<file path="config.mk">
export PLATFORM = sky130hd
export DESIGN_NAME = encoder_83_req_flat
export DESIGN_NICKNAME = d
export VERILOG_FILES = /design/src/rtl/encoder_83_req_if.sv /design/src/rtl/encoder_83_req.sv /design/src/flat_wrapper.sv
export SDC_FILE = /design/constraint.sdc
export NUM_CORES = 1
export LEC_CHECK = 0
export CAP_MARGIN = 20
export CORE_MARGIN = 5
export CORE_UTILIZATION = 49
export CTS_BUF_LIST = sky130_fd_sc_hd__clkbuf_4 sky130_fd_sc_hd__clkbuf_8
export CTS_CLUSTER_SIZE = 24
export DETAILED_ROUTE_END_ITERATION = 16
export PLACE_DENSITY = 0.77
export SYNTH_ARGS = -nofsm -noshare
export SYNTH_HDL_FRONTEND = slang
export SYNTH_SLANG_ARGS = --single-unit
</file>
<file path="constraint.sdc">
create_clock -name clk -period 1.31 [get_ports clk]
set_clock_uncertainty 0.15 [all_clocks]
set_input_delay 0.131 -clock clk [delete_from_list [all_inputs] [get_ports clk]]
set_output_delay 0.131 -clock clk [all_outputs]
set_load 0.005 [all_outputs]
</file>
<file path="src/rtl/encoder_83_req_if.sv">
// Request/grant bundle between request sources, the encoder and its consumer.
interface encoder_83_req_if;
    logic E;
    logic I0n, I1n, I2n, I3n, I4n, I5n, I6n, I7n;
    logic ack;
    logic clr_ovf;
    logic A2, A1, A0;
    logic valid;
    logic pend_any;
    logic ovf;

    modport master (
        output E, I0n, I1n, I2n, I3n, I4n, I5n, I6n, I7n,
        output ack, clr_ovf,
        input  A2, A1, A0, valid, pend_any, ovf
    );

    modport slave (
        input  E, I0n, I1n, I2n, I3n, I4n, I5n, I6n, I7n,
        input  ack, clr_ovf,
        output A2, A1, A0, valid, pend_any, ovf
    );
endinterface

</file>
<file path="src/rtl/encoder_83_req.sv">
// Registered 8-to-3 request encoder: falling-edge capture, pending queue,
// fixed-priority grant presented one at a time with valid/ack handshake.
module encoder_83_req #(
    parameter int PRIO_HIGH = 1
) (
    input logic             clk,
    input logic             rst,
    encoder_83_req_if.slave bus
);
    localparam logic [0:0] S_IDLE = 1'b0;
    localparam logic [0:0] S_PRES = 1'b1;

    logic [7:0] w_in;
    logic [7:0] w_rise;
    logic [7:0] w_clr;
    logic [7:0] w_pend_nx;
    logic       w_ovf_set;
    logic [2:0] w_win;

    logic [7:0] r_prev;
    logic [7:0] r_pend;
    logic [0:0] r_state;
    logic       r_arm;
    logic [2:0] r_code;
    logic       r_valid;
    logic       r_pend_any;
    logic       r_ovf;

    function automatic logic [2:0] f_win(input logic [7:0] p);
        logic [2:0] w;
        w = '0;
        for (int i = 0; i < 8; i++) begin
            if (PRIO_HIGH != 0) begin
                if (p[i]) w = 3'(i);
            end else begin
                if (p[7-i]) w = 3'(7 - i);
            end
        end
        return w;
    endfunction

    assign w_in = {bus.I7n, bus.I6n, bus.I5n, bus.I4n,
                   bus.I3n, bus.I2n, bus.I1n, bus.I0n};

    // r_arm is low for the first edge after reset so lines held low
    // across reset release do not look like a fresh falling edge.
    always_comb begin
        w_rise    = r_arm ? (r_prev & ~w_in) : 8'h00;
        w_clr     = 8'h00;
        if (r_state == S_PRES && bus.ack)
            w_clr = 8'h01 << r_code;
        w_pend_nx = (r_pend & ~w_clr) | w_rise;
        w_ovf_set = |(w_rise & r_pend & ~w_clr);
        w_win     = f_win(r_pend);
    end

    always_ff @(posedge clk) begin
        if (rst) begin
            r_prev     <= 8'hFF;
            r_pend     <= 8'h00;
            r_state    <= S_IDLE;
            r_arm      <= 1'b0;
            r_code     <= 3'b000;
            r_valid    <= 1'b0;
            r_pend_any <= 1'b0;
            r_ovf      <= 1'b0;
        end else begin
            r_prev     <= w_in;
            r_arm      <= 1'b1;
            r_pend     <= w_pend_nx;
            r_pend_any <= |w_pend_nx;
            if (w_ovf_set)
                r_ovf <= 1'b1;
            else if (bus.clr_ovf)
                r_ovf <= 1'b0;
            case (r_state)
                S_IDLE: begin
                    if (bus.E && (r_pend != 8'h00)) begin
                        r_state <= S_PRES;
                        r_code  <= w_win;
                        r_valid <= 1'b1;
                    end
                end
                S_PRES: begin
                    if (bus.ack) begin
                        r_state <= S_IDLE;
                        r_valid <= 1'b0;
                    end
                end
                default: begin
                    r_state <= S_IDLE;
                    r_valid <= 1'b0;
                end
            endcase
        end
    end

    assign bus.A2       = r_code[2];
    assign bus.A1       = r_code[1];
    assign bus.A0       = r_code[0];
    assign bus.valid    = r_valid;
    assign bus.pend_any = r_pend_any;
    assign bus.ovf      = r_ovf;
endmodule

</file>
<file path="src/flat_wrapper.sv">
// flat-port wrapper written by rule: the top's interface ports become plain ports
module encoder_83_req_flat 
#(
    parameter int PRIO_HIGH = 1
)
  (clk, rst, bus_E, bus_I0n, bus_I1n, bus_I2n, bus_I3n, bus_I4n, bus_I5n, bus_I6n, bus_I7n, bus_ack, bus_clr_ovf, bus_A2, bus_A1, bus_A0, bus_valid, bus_pend_any, bus_ovf);
  encoder_83_req_if bus_i ();
  input logic clk;
  input logic rst;
  input wire logic [$bits(bus_i.E)-1:0] bus_E;
  input wire logic [$bits(bus_i.I0n)-1:0] bus_I0n;
  input wire logic [$bits(bus_i.I1n)-1:0] bus_I1n;
  input wire logic [$bits(bus_i.I2n)-1:0] bus_I2n;
  input wire logic [$bits(bus_i.I3n)-1:0] bus_I3n;
  input wire logic [$bits(bus_i.I4n)-1:0] bus_I4n;
  input wire logic [$bits(bus_i.I5n)-1:0] bus_I5n;
  input wire logic [$bits(bus_i.I6n)-1:0] bus_I6n;
  input wire logic [$bits(bus_i.I7n)-1:0] bus_I7n;
  input wire logic [$bits(bus_i.ack)-1:0] bus_ack;
  input wire logic [$bits(bus_i.clr_ovf)-1:0] bus_clr_ovf;
  output wire logic [$bits(bus_i.A2)-1:0] bus_A2;
  output wire logic [$bits(bus_i.A1)-1:0] bus_A1;
  output wire logic [$bits(bus_i.A0)-1:0] bus_A0;
  output wire logic [$bits(bus_i.valid)-1:0] bus_valid;
  output wire logic [$bits(bus_i.pend_any)-1:0] bus_pend_any;
  output wire logic [$bits(bus_i.ovf)-1:0] bus_ovf;
  assign bus_i.E = bus_E;
  assign bus_i.I0n = bus_I0n;
  assign bus_i.I1n = bus_I1n;
  assign bus_i.I2n = bus_I2n;
  assign bus_i.I3n = bus_I3n;
  assign bus_i.I4n = bus_I4n;
  assign bus_i.I5n = bus_I5n;
  assign bus_i.I6n = bus_I6n;
  assign bus_i.I7n = bus_I7n;
  assign bus_i.ack = bus_ack;
  assign bus_i.clr_ovf = bus_clr_ovf;
  assign bus_A2 = bus_i.A2;
  assign bus_A1 = bus_i.A1;
  assign bus_A0 = bus_i.A0;
  assign bus_valid = bus_i.valid;
  assign bus_pend_any = bus_i.pend_any;
  assign bus_ovf = bus_i.ovf;
  encoder_83_req #(.PRIO_HIGH(PRIO_HIGH)) u_core (.clk(clk), .rst(rst), .bus(bus_i));
endmodule
</file>
==> metrics.txt <==
Synth Area in Compound Gates=21.5%; WL/cell=16.9 um; static leakage=0.000744 uW; maximum vdd ir drop=858 uV; Synth Area in XOR/XNOR=0%; Initial Utilization=51.4%; GRT Overall Usage=20.3%; Crit Path Class=flip-flop to flip-flop; Yosys Warn Count=0; Slew @ Worst Pin=0.331 ns; Min-Delay Startpoint=bus_I3n; Core ar.=0.00221 sq mm; worst setup slack after layout=-0.306 ns; Cell Pwr Density=1020 mW/mm^2; Mean Syn Cell Area=9.40 sq um; share of post-route cells with drive strength above 1=56.6%; Crit. End Element=flip-flop; HP Class=primary input to flip-flop; Clock Pin Slew Worst Setup and Hold Paths=0.14 ns; Finish-stage setup viols=11; reg-to-reg slack, setup=-0.31 ns; Vias=1119; max-cap check violation count=0; die height=58.2 um; Tcrit/Tclk final=123%; first-pass GRT wire length=5210 um; Fmax=619 MHz; First-pass DRT Iterations=4; area delta synth->final=55.4%; Primary FF master, synth=dfxtp_1; global route total overflow=0; hold-critical path endpoint=u_core.r_prev[3]; CTS max path bufs=2; clk sinks=24; WP data required=1.36 ns; Reg2Reg Depth=4; die width=58.2 um; Syn Nets=134; synthesized area=0.00114 sq mm; total CTS buffers=3; Routed Antenna Nets=0; nets=187; clk root buf=clkbuf_4; Hold WS=0.238 ns; Clk Latency, worst-skew pair=0.33 ns; RR Startpoint=u_core.r_code[1]; post-synthesis cell type count=38; pre-CTS WS=-0.555 ns; vias in the first global route=1230; FP Rows=17; Hold Path Cell Cnt=2; startpoint types=flip-flop; Post-synth ARST share=0%; Hold Fails Final Rpt=0; max-slew violation count=0; RSZ-0062 raised after global routing=yes; Tot Pwr=1800 uW; failing checks=negative setup slack; Placer Congestion=0.907; final WL=3400 um; min Tclk post-route=1.62 ns; post-synthesis sequential area ratio=42.2%; dpl cell area=0.00151 sq mm; H-tree depth=1; Post-DP HPWL=2180 um; I/O pins=19; initial antenna violation count=0; status=complete, but fails checks; Total Die Area=0.00338 sq mm; Synth Register Bits=24; First DRT Iteration DRCs=36; # DRC=0; Diodes inserted=0; # hold bufs at CTS=0; PortBufs=18; Reg2Reg Capture Point=u_core.bus.pend_any; Post-Synth Simple-Gate Area=29.3%; fin area=0.00177 sq mm; pin count of the biggest net entering global routing=14; TritonCTS clock tree=done; Rel. slew slack=77.8%; largest family of logic cells by synthesized area=simple AND/OR/NAND/NOR gates; Post-Synth Adder-Cell Area=0%; mux cell area share after synthesis=0%; Final Util=79.9%; Post-Synthesis Cells=121; EDFF count, synth=0; CP Max Fanout=6; CP arrival=1.67 ns; Vias/cell=5.57
[through the flow]
stage | TNS (ns) | std cells
2_1_floorplan | -0.0525 | 121
4_1_cts | -0.688 | 199
3_3_place_gp | -3.84 | 189
5_1_grt | -1.64 | 201
3_5_place_dp | -4.54 | 189
6_report | -0.943 | 201
[where the power goes]
group | switching, uW | internal [uW]
sequential | 46.7 | 794
combinational | 244 | 306
clock | 239 | 170
total | 529 | 1270
[layout by cell type (no fill, tap or decap), types with 2 or more instances in the layout]
master	netlist	routed
a21boi_2	2	4
a21oi_1	6	3
a21oi_2	2	4
a31oi_1	3	3
and3b_2	3	4
buf_4	0	32
buf_6	2	2
clkbuf_2	0	2
clkbuf_4	0	3
clkdlybuf4s50_1	0	13
dfxtp_1	24	11
dfxtp_2	0	12
dlygate4sd2_1	0	3
inv_1	7	7
nand2_1	3	3
nand3_1	3	3
nand3b_1	2	2
nand4b_1	3	3
nor2_1	18	13
nor2_2	0	4
nor2b_4	0	3
nor4_2	2	2
nor4_4	0	3
o21ai_0	3	2
or2_2	7	7
[per-layer routing]
layer / vias to the layer above / wire, um / track usage, % / share of wire, %
li1: 533 / - / - / -
met2: 39 / 1760 / 36.6 / 52
met3: 13 / 157 / 3.34 / 4.6
met4: 0 / 120 / 14.2 / 3.5
met5: - / 0 / 0 / 0
met1: 534 / 1370 / 21.2 / 40
[logic make-up (layout without fill, tap and decap cells)]
logic type / count (synthesis) / count (layout)
DFF: 24 / 24
buffers and inverters: 12 / 64
and+or+nand+nor: 55 / 55
AOI/OAI and AO/OA: 30 / 30
[worst max-delay path: stages, from the launching register on]
cell and delay, ns:
dfxtp_2 0.36, and3b_2 0.32, a31oi_1 0.17, nor4_2 0.32
a41oi_2 0.17
[registers in the layout (all words and copies together), names as in the netlist]
signal               count
u_core.bus.valid         1
u_core.bus.ovf           1
u_core.r_pend            8
u_core.r_prev            8
u_core.r_arm             1
u_core.bus.pend_any      1
u_core.r_code            3
u_core.r_state           1
[Yosys cell counts, types with 3 or more instances]
master	n	area [sq um]
dfxtp_1	24	480
nor2_1	18	67.6
inv_1	7	26.3
or2_2	7	43.8
a21oi_1	6	30.0
a31oi_1	3	18.8
and3b_2	3	30.0
nand2_1	3	11.3
nand3_1	3	15.0
nand4b_1	3	26.3
nor2b_1	3	18.8
nor4_1	3	18.8
o21ai_0	3	15.0
[what timing repair did]
| item | CTS | global route |
|---|---|---|
| endpoints found under the setup margin | 17 | 16 |
| resized for setup | 36 | 18 |
| buffers inserted | 6 | 3 |
| pin swaps | 9 | 10 |
[worst max-delay path by stage]
stage / slack [ns] / start / endpoint / cells after the start
finish: -0.31 / u_core.r_code[1] / u_core.bus.pend_any / 4
CTS: -0.17 / u_core.r_prev[6] / u_core.bus.pend_any / 4
detailed placement: -0.56 / bus_ack / u_core.bus.pend_any / 5
global placement: -0.47 / bus_ack / u_core.bus.pend_any / 5
floorplan: -0.05 / u_core.r_code[1] / u_core.bus.pend_any / 5
global route: -0.36 / u_core.r_code[1] / u_core.bus.pend_any / 4
[final cells by class]
| cell class | count | area [sq um] |
|---|---|---|
| Tap cell | 28 | 35.0 |
| Timing Repair Buffer | 53 | 449 |
| Fill cell | 141 | 444 |
| Inverter | 7 | 26.3 |
| Clock buffer | 4 | 36.3 |
| Multi-Input combinational cell | 85 | 722 |
| Sequential cell | 24 | 499 |
Power figures use the tool's default switching activity.
